$ cat config.mk
export PLATFORM = sky130hd
export DESIGN_NAME = wash_input_conditioner
export DESIGN_NICKNAME = d
export VERILOG_FILES = /design/src/rtl/wash_pkg.sv /design/src/rtl/wash_debounce.sv /design/src/rtl/wash_input_conditioner.sv
export SDC_FILE = /design/constraint.sdc
export NUM_CORES = 1
export LEC_CHECK = 0
export CORE_ASPECT_RATIO = 1.4
export CORE_MARGIN = 1.5
export CORE_UTILIZATION = 58
export CTS_BUF_LIST = sky130_fd_sc_hd__clkbuf_2
export CTS_CLUSTER_SIZE = 14
export DETAILED_ROUTE_END_ITERATION = 7
export PLACE_DENSITY = 0.87
export SETUP_SLACK_MARGIN = 0.05
export SLEW_MARGIN = 20
export SYNTH_ARGS = -nofsm -noshare
export SYNTH_HDL_FRONTEND = slang
export SYNTH_SLANG_ARGS = --single-unit
$ cat constraint.sdc
create_clock -name clk -period 2.1 [get_ports clk]
set_input_delay 0.21 -clock clk [delete_from_list [all_inputs] [get_ports clk]]
set_output_delay 0.21 -clock clk [all_outputs]
set_load 0.01 [all_outputs]
$ cat src/rtl/wash_pkg.sv
// wash_pkg: definitions shared by the car-wash input conditioner and the
// sequencer.
//   prog_t       - program codes that travel on prog_sel
//   wash_state_t - TRACK/LOCK state encoding of the program-freeze FSM
//   SW_*         - bit positions of the program switches in sw_prog_raw
//   IN_*         - positions of each conditioned input in the debounce bank
//   prog_decode  - one-hot switch pattern to program code
//   prog_multi   - 1 when more than one program switch is on
package wash_pkg;

    typedef enum logic [1:0] {
        PROG_NONE  = 2'd0,
        PROG_BASIC = 2'd1,
        PROG_EXTRA = 2'd2,
        PROG_PLAT  = 2'd3
    } prog_t;

    typedef enum logic {
        TRACK = 1'b0,
        LOCK  = 1'b1
    } wash_state_t;

    localparam int SW_BASIC = 2;
    localparam int SW_EXTRA = 1;
    localparam int SW_PLAT  = 0;

    // Debounce bank layout: {sw[2:0], cancel, adv}
    localparam int IN_ADV    = 0;
    localparam int IN_CANCEL = 1;
    localparam int IN_SW_LO  = 2;
    localparam int N_INPUTS  = 5;

    function automatic prog_t prog_decode(input logic [2:0] sw);
        prog_t code;
        code = PROG_NONE;
        if (sw[SW_BASIC] && !sw[SW_EXTRA] && !sw[SW_PLAT]) begin
            code = PROG_BASIC;
        end else if (!sw[SW_BASIC] && sw[SW_EXTRA] && !sw[SW_PLAT]) begin
            code = PROG_EXTRA;
        end else if (!sw[SW_BASIC] && !sw[SW_EXTRA] && sw[SW_PLAT]) begin
            code = PROG_PLAT;
        end
        return code;
    endfunction

    function automatic logic prog_multi(input logic [2:0] sw);
        return (sw[0] & sw[1]) | (sw[0] & sw[2]) | (sw[1] & sw[2]);
    endfunction

endpackage

$ cat src/rtl/wash_debounce.sv
// wash_debounce: synchroniser plus debounce counter for one raw input bit.
//   clk     - system clock
//   rst     - synchronous active-high reset
//   raw_i   - asynchronous raw input
//   level_o - debounced level; follows raw_i only after the synchronised
//             value has disagreed with it for DEBOUNCE_CYCLES straight cycles
module wash_debounce #(
    parameter int DEBOUNCE_CYCLES = 500000,
    parameter int CNT_W           = 20,
    parameter int SYNC_STAGES     = 2
) (
    input  logic clk,
    input  logic rst,
    input  logic raw_i,
    output logic level_o
);

    localparam logic [CNT_W-1:0] CNT_LAST = CNT_W'(DEBOUNCE_CYCLES - 1);

    logic [SYNC_STAGES-1:0] sync_q;
    logic                   synced;
    logic                   level_q, level_d;
    logic [CNT_W-1:0]       cnt_q, cnt_d;

    assign synced  = sync_q[SYNC_STAGES-1];
    assign level_o = level_q;

    // Any cycle of agreement restarts the count, so a glitch has to last the
    // whole window to be accepted.
    always_comb begin
        level_d = level_q;
        cnt_d   = '0;
        if (synced != level_q) begin
            if (cnt_q == CNT_LAST) begin
                level_d = synced;
            end else begin
                cnt_d = cnt_q + 1'b1;
            end
        end
    end

    always_ff @(posedge clk) begin
        if (rst) begin
            sync_q  <= '0;
            level_q <= 1'b0;
            cnt_q   <= '0;
        end else begin
            sync_q  <= {sync_q[SYNC_STAGES-2:0], raw_i};
            level_q <= level_d;
            cnt_q   <= cnt_d;
        end
    end

endmodule

$ cat src/rtl/wash_input_conditioner.sv
// wash_input_conditioner: front end of the car-wash sequencer.
// Debounces the buttons and program switches, converts button presses into
// one-cycle pulses, decodes the program switches and freezes the program
// code while a wash is running.
//   clk, rst        - clock, synchronous active-high reset
//   btn_adv_raw     - raw advance/start button
//   btn_cancel_raw  - raw cancel button
//   sw_prog_raw     - raw program switches [2]=basic [1]=extra [0]=platinum
//   wash_idle       - sequencer is idle
//   adv_pulse       - accepted advance request (1 cycle)
//   cancel_pulse    - cancel request (1 cycle)
//   prog_sel        - program code (frozen while LOCK)
//   prog_err        - more than one debounced program switch on
//   adv_reject      - start press dropped for lack of a valid program (1 cycle)
module wash_input_conditioner
    import wash_pkg::*;
#(
    parameter int DEBOUNCE_CYCLES = 500000,
    parameter int CNT_W           = 20,
    parameter int SYNC_STAGES     = 2
) (
    input  logic       clk,
    input  logic       rst,
    input  logic       btn_adv_raw,
    input  logic       btn_cancel_raw,
    input  logic [2:0] sw_prog_raw,
    input  logic       wash_idle,
    output logic       adv_pulse,
    output logic       cancel_pulse,
    output logic [1:0] prog_sel,
    output logic       prog_err,
    output logic       adv_reject
);

    logic [N_INPUTS-1:0] raw_vec;
    logic [N_INPUTS-1:0] lvl_vec;

    assign raw_vec = {sw_prog_raw, btn_cancel_raw, btn_adv_raw};

    generate
        for (genvar gi = 0; gi < N_INPUTS; gi++) begin : g_db
            wash_debounce #(
                .DEBOUNCE_CYCLES (DEBOUNCE_CYCLES),
                .CNT_W           (CNT_W),
                .SYNC_STAGES     (SYNC_STAGES)
            ) u_db (
                .clk     (clk),
                .rst     (rst),
                .raw_i   (raw_vec[gi]),
                .level_o (lvl_vec[gi])
            );
        end
    endgenerate

    logic [2:0]  sw_db;
    prog_t       prog_dec;
    logic        adv_evt, cancel_evt, adv_only, idle_rise;

    wash_state_t state_q;
    prog_t       prog_sel_q;
    logic        adv_lvl_q, cancel_lvl_q, idle_q;
    logic        adv_pulse_q, cancel_pulse_q, adv_reject_q;

    assign sw_db      = lvl_vec[IN_SW_LO +: 3];
    assign prog_dec   = prog_decode(sw_db);
    assign adv_evt    = lvl_vec[IN_ADV] & ~adv_lvl_q;
    assign cancel_evt = lvl_vec[IN_CANCEL] & ~cancel_lvl_q;
    // Cancel wins a same-cycle collision; the advance is dropped silently.
    assign adv_only   = adv_evt & ~cancel_evt;
    // idle_q powers up at 1 so the first idle cycle after reset is not an edge.
    assign idle_rise  = wash_idle & ~idle_q;

    always_ff @(posedge clk) begin
        if (rst) begin
            state_q        <= TRACK;
            prog_sel_q     <= PROG_NONE;
            adv_lvl_q      <= 1'b0;
            cancel_lvl_q   <= 1'b0;
            idle_q         <= 1'b1;
            adv_pulse_q    <= 1'b0;
            cancel_pulse_q <= 1'b0;
            adv_reject_q   <= 1'b0;
        end else begin
            adv_lvl_q      <= lvl_vec[IN_ADV];
            cancel_lvl_q   <= lvl_vec[IN_CANCEL];
            idle_q         <= wash_idle;
            adv_pulse_q    <= 1'b0;
            adv_reject_q   <= 1'b0;
            cancel_pulse_q <= cancel_evt;
            case (state_q)
                TRACK: begin
                    prog_sel_q <= prog_dec;
                    if (adv_only) begin
                        if (!wash_idle) begin
                            // Sequencer mid-run: pass the step request through.
                            adv_pulse_q <= 1'b1;
                        end else if (prog_dec != PROG_NONE) begin
                            adv_pulse_q <= 1'b1;
                            state_q     <= LOCK;
                        end else begin
                            adv_reject_q <= 1'b1;
                        end
                    end
                end
                LOCK: begin
                    if (adv_only) begin
                        adv_pulse_q <= 1'b1;
                    end
                    if (cancel_evt || idle_rise) begin
                        state_q <= TRACK;
                    end
                end
                default: state_q <= TRACK;
            endcase
        end
    end

    assign adv_pulse    = adv_pulse_q;
    assign cancel_pulse = cancel_pulse_q;
    assign adv_reject   = adv_reject_q;
    assign prog_sel     = prog_sel_q;
    assign prog_err     = prog_multi(sw_db);

endmodule

==> run summary <==
The flow ran to the end, and the final reports show no timing, DRC or antenna violations. After detailed routing, the number of remaining DRC violations is 0. The startpoint of the most critical register-to-register path is g_db[1].u_db.cnt_q[5]. The launch point of the worst path was g_db[1].u_db.cnt_q[5]. After detailed routing, the average wire length per cell comes to 13.62 µm. The tools report the via count of the first global-routing pass as 4302. The register-to-register setup slack is 0.12 ns, and the final cycle utilization of the critical path is 94.49%. Worst setup slack before clock tree synthesis: 0.1130 ns.

The critical path goes through or4bb_1, or4b_1, o21ai_4, buf_6, nor2_1. The initial antenna violation count is 0. TritonCTS built the clock tree. The routed via count divided by cell count was 5.776. The tools report the standard cell core area as 8977 µm².

After clock tree synthesis, the clock-pin slew on the worst setup and hold paths is 0.15 ns. The count of hold-fix buffers inserted at cts is 0. In the layout the commonest cells are sky130_fd_sc_hd__dfxtp_1 (118), sky130_fd_sc_hd__nor2_1 (76), sky130_fd_sc_hd__nand2_1 (39), sky130_fd_sc_hd__a21oi_1 (39), sky130_fd_sc_hd__xor2_1 (36). The run gives 9789 µm² as the die outline area. The floorplan step set the die width to 84.05 µm.

The share of cells above drive strength 1 was 10.05%. During synthesis, Yosys emitted a total of 0 warnings. Setup violations remaining at the end of the flow were counted as 0. The maximum ir drop on the vdd rail was 0.4365 mV; the global-route wire length before repair was 17780 µm. The total overflow left after global routing is 0. Each instance of the synthesized netlist takes up on average 8.831 µm².

The count of buffers added on input and output ports is 13. After detailed placement, the design holds a cell count of 721. The tools report the post-synthesis cell type count as 43.

The tightest min-delay check is of the input pin to flop type. Setup repair after global routing could not meet its margin everywhere. The setup slack after layout was 0.1156 ns; the largest stage delay on the critical path was 0.60 ns.

Excluding fillers, the count of instances in the completed layout stands at 754. Summing the sequential cell areas from Yosys gives 46.54% of the chip area. The post-DP HPWL was 7301 µm; the cell count of the worst hold path was 2.

In this run the most used layer during global routing was met2. For the number of CTS-inserted buffers, the log shows 17. The die outline height is 116.5 µm.

The run gives 0.001894 µW as the static leakage power. The kind of end point of the critical path is a flop. For the pin with the worst max-slew slack, the measured transition is 0.5909 ns. The clock drives 124 sinks. The origin of the worst min-delay path was sw_prog_raw[1]. The max-slew violation total from the final report was 0; the final routed wirelength across all metal layers was 10270 µm. The path depth of the worst reg2reg path was 5; the routability congestion estimate from global placement was 0.8506. Synthesis-to-finish area growth: 10.32%.

The arrival time of the worst setup path is 2.57 ns, and the highest achievable clock rate is 503.9 MHz. Number of cells produced by synthesis: 604. The biggest fanout along the worst timing path is 10, and the final worst clock skew is 0.02590 ns. For this design the ratio of total power to cell area is 646.2 nW/µm². The initial utilization of the core area, before any placement, comes to 59.41%. The run gives 2.68 ns as the data required time at the worst endpoint. The worst setup path is of the flop to flop kind. The run gives 40.69% as the global routing usage on met2.

Entering global routing, the biggest net connects 21 pins. The routing usage on met3 was 7.067%; the number of primary I/O pins was 14. STA classifies the critical path startpoint as a flop. The most used flip-flop cell after synthesis was sky130_fd_sc_hd__dfxtp_1.

The normalized max-slew margin is 60.24%, and the hold violation total from the final report is 0. For the cell area after technology mapping, the log shows 5334 µm². The length of the first detailed-routing pass in iterations was 5.

Leading cell type in the layout, fill and taps excluded: sky130_fd_sc_hd__dfxtp_1. Worst-path cell with the longest stage delay: sky130_fd_sc_hd__or4b_1. The first routing iteration left 207 violations. For this run, global-route usage on met1 was measured as 23.41%. The final design instance area without fill is 5884 µm², and the max-cap check violation count is 0.

The tree is rooted in a sky130_fd_sc_hd__clkbuf_2. The clock period minus final worst setup slack is 1.984 ns. The run gives 0 ns as the accumulated negative setup slack.

The placement-stage cell area was 5639 µm². Total track usage: 22.30%. The clock passes through at most 2 buffers. The logs give 0.69 ns for the source-to-sink clock delay at the later pin of the worst-skew pair and 617 for the synthesized netlist net count.

The row count was 41; the number of flip-flops and latches in the synthesized netlist was 124. The logs give 647 for the number of nets in the final layout and 0 for the remaining antenna violation count after routing. The proportion of register bits with asynchronous set or reset after synthesis works out to 0%.

The tools report the count of H-tree levels built during CTS as 4. The endpoint identified for the worst register-to-register timing path is g_db[1].u_db.cnt_q[10]. The tools report the number of vias in the routed layout as 4355. For hold timing, the worst endpoint is g_db[3].u_db.sync_q[0].

After filler insertion, the fill cell instance count of the layout stands at 671. The repair_antennas step left the layout with diodes totalling 0. Counting flops with a built-in enable in the synthesized netlist gives 0.
[what timing repair did]
action                     CTS  global route
buffers inserted             0             0
resized for setup            4            11
cloned                       0             1
setup endpoints to repair    1            23
[how the worst max path moves through the flow]
stage,depth (start not counted),to,slack [ns]
final,5,g_db[1].u_db.cnt_q[10],0.12
after global placement,5,g_db[1].u_db.cnt_q[2],0.16
after CTS,5,g_db[4].u_db.cnt_q[14],0.08
after detailed placement,5,g_db[1].u_db.cnt_q[2],0.11
after global routing,5,g_db[4].u_db.cnt_q[14],0.05
after floorplan,7,g_db[0].u_db.cnt_q[10],0.11
[per-stage QoR]
| stage | total power (µW) | hold WS (ns) | utilization, % |
|---|---|---|---|
| global placement | 2484 | 0.4229 | 62.82 |
| finish | 3802 | 0.07130 | 65.55 |
| global route | 3956 | 0.01912 | 65.55 |
| CTS | 3834 | 0.008444 | 65.14 |
| detailed placement | 2487 | 0.4252 | 62.82 |
| floorplan | 2459 | 0.3166 | - |
[area by class of cell]
cell class	count	area, µm²	area share, %
multi-input cells	439	2698	45.84
flip-flops and latches	124	2492	42.36
repair buffers	32	279.0	4.742
well taps	107	133.9	2.275
clock buffers	21	105.1	1.786
clock inverters	11	101.3	1.722
inverters	20	75.07	1.276
[routing by layer]
layer	wire length (µm)	part of all wire, %
met5	0	0
met4	209	2.0
met3	374	3.6
met2	5413	53
met1	4273	42
[critical path: cells and delay by family, from the launching register on]
family / cells / cell delay (ns)
buffers and inverters: 1 / 0.17
AND/OR/NAND/NOR: 3 / 1.15
flip-flops: 1 / 0.38
AO/OA/AOI/OAI: 1 / 0.20
[registers in the layout (all words and copies together), names as in the netlist]
register / count
adv_reject: 1
prog_sel: 2
cancel_pulse: 1
adv_pulse: 1
idle_q: 1
state_q: 1
g_db.u_db.sync_q: 10
g_db.u_db.cnt_q: 100
cancel_lvl_q: 1
adv_lvl_q: 1
g_db.u_db.level_o: 5
[kinds of logic (layout without fill, tap and decap cells)]
group           Yosys count  in the layout  synth area share (%)
compound gates           84             84                 9.078
buf+inv                  41             84                 3.167
mux                       1              1                0.2111
xor+xnor                 65             65                 10.67
fa+ha+maj                 6              6                 1.361
flops                   124            124                 46.54
simple gates            283            283                 28.97
[power by group]
group | internal (µW) | switching [µW] | total [µW] | leakage [µW]
Combinational | 30.0 | 34.9 | 64.9 | 0.000746
Clock | 541 | 823 | 1360 | 0.000144
Sequential | 2370 | 6.88 | 2370 | 0.00100
Total | 2940 | 865 | 3800 | 0.00189
[synthesized netlist by cell type, drive strengths merged (5+ instances only)]
cell	number	share of area (%)
o31ai	10	1.4
nand4b	6	0.99
o21ai	25	2.3
and4	8	1.3
clkbuf	15	1.1
nand2	39	2.7
nor2	76	5.3
nand3	29	2.7
xor2	36	5.9
or3	20	2.4
ha	5	1.2
and3	9	1.1
nor2b	15	1.8
and2	6	0.70
or4	15	2.1
nand4	26	3.4
a21oi	39	3.7
xnor2	29	4.8
buf	6	0.70
nor4	6	0.70
nor3	13	1.2
nor4b	9	1.5
inv	20	1.4
dfxtp	124	47
No activity file was read; power rests on OpenSTA's default activity.
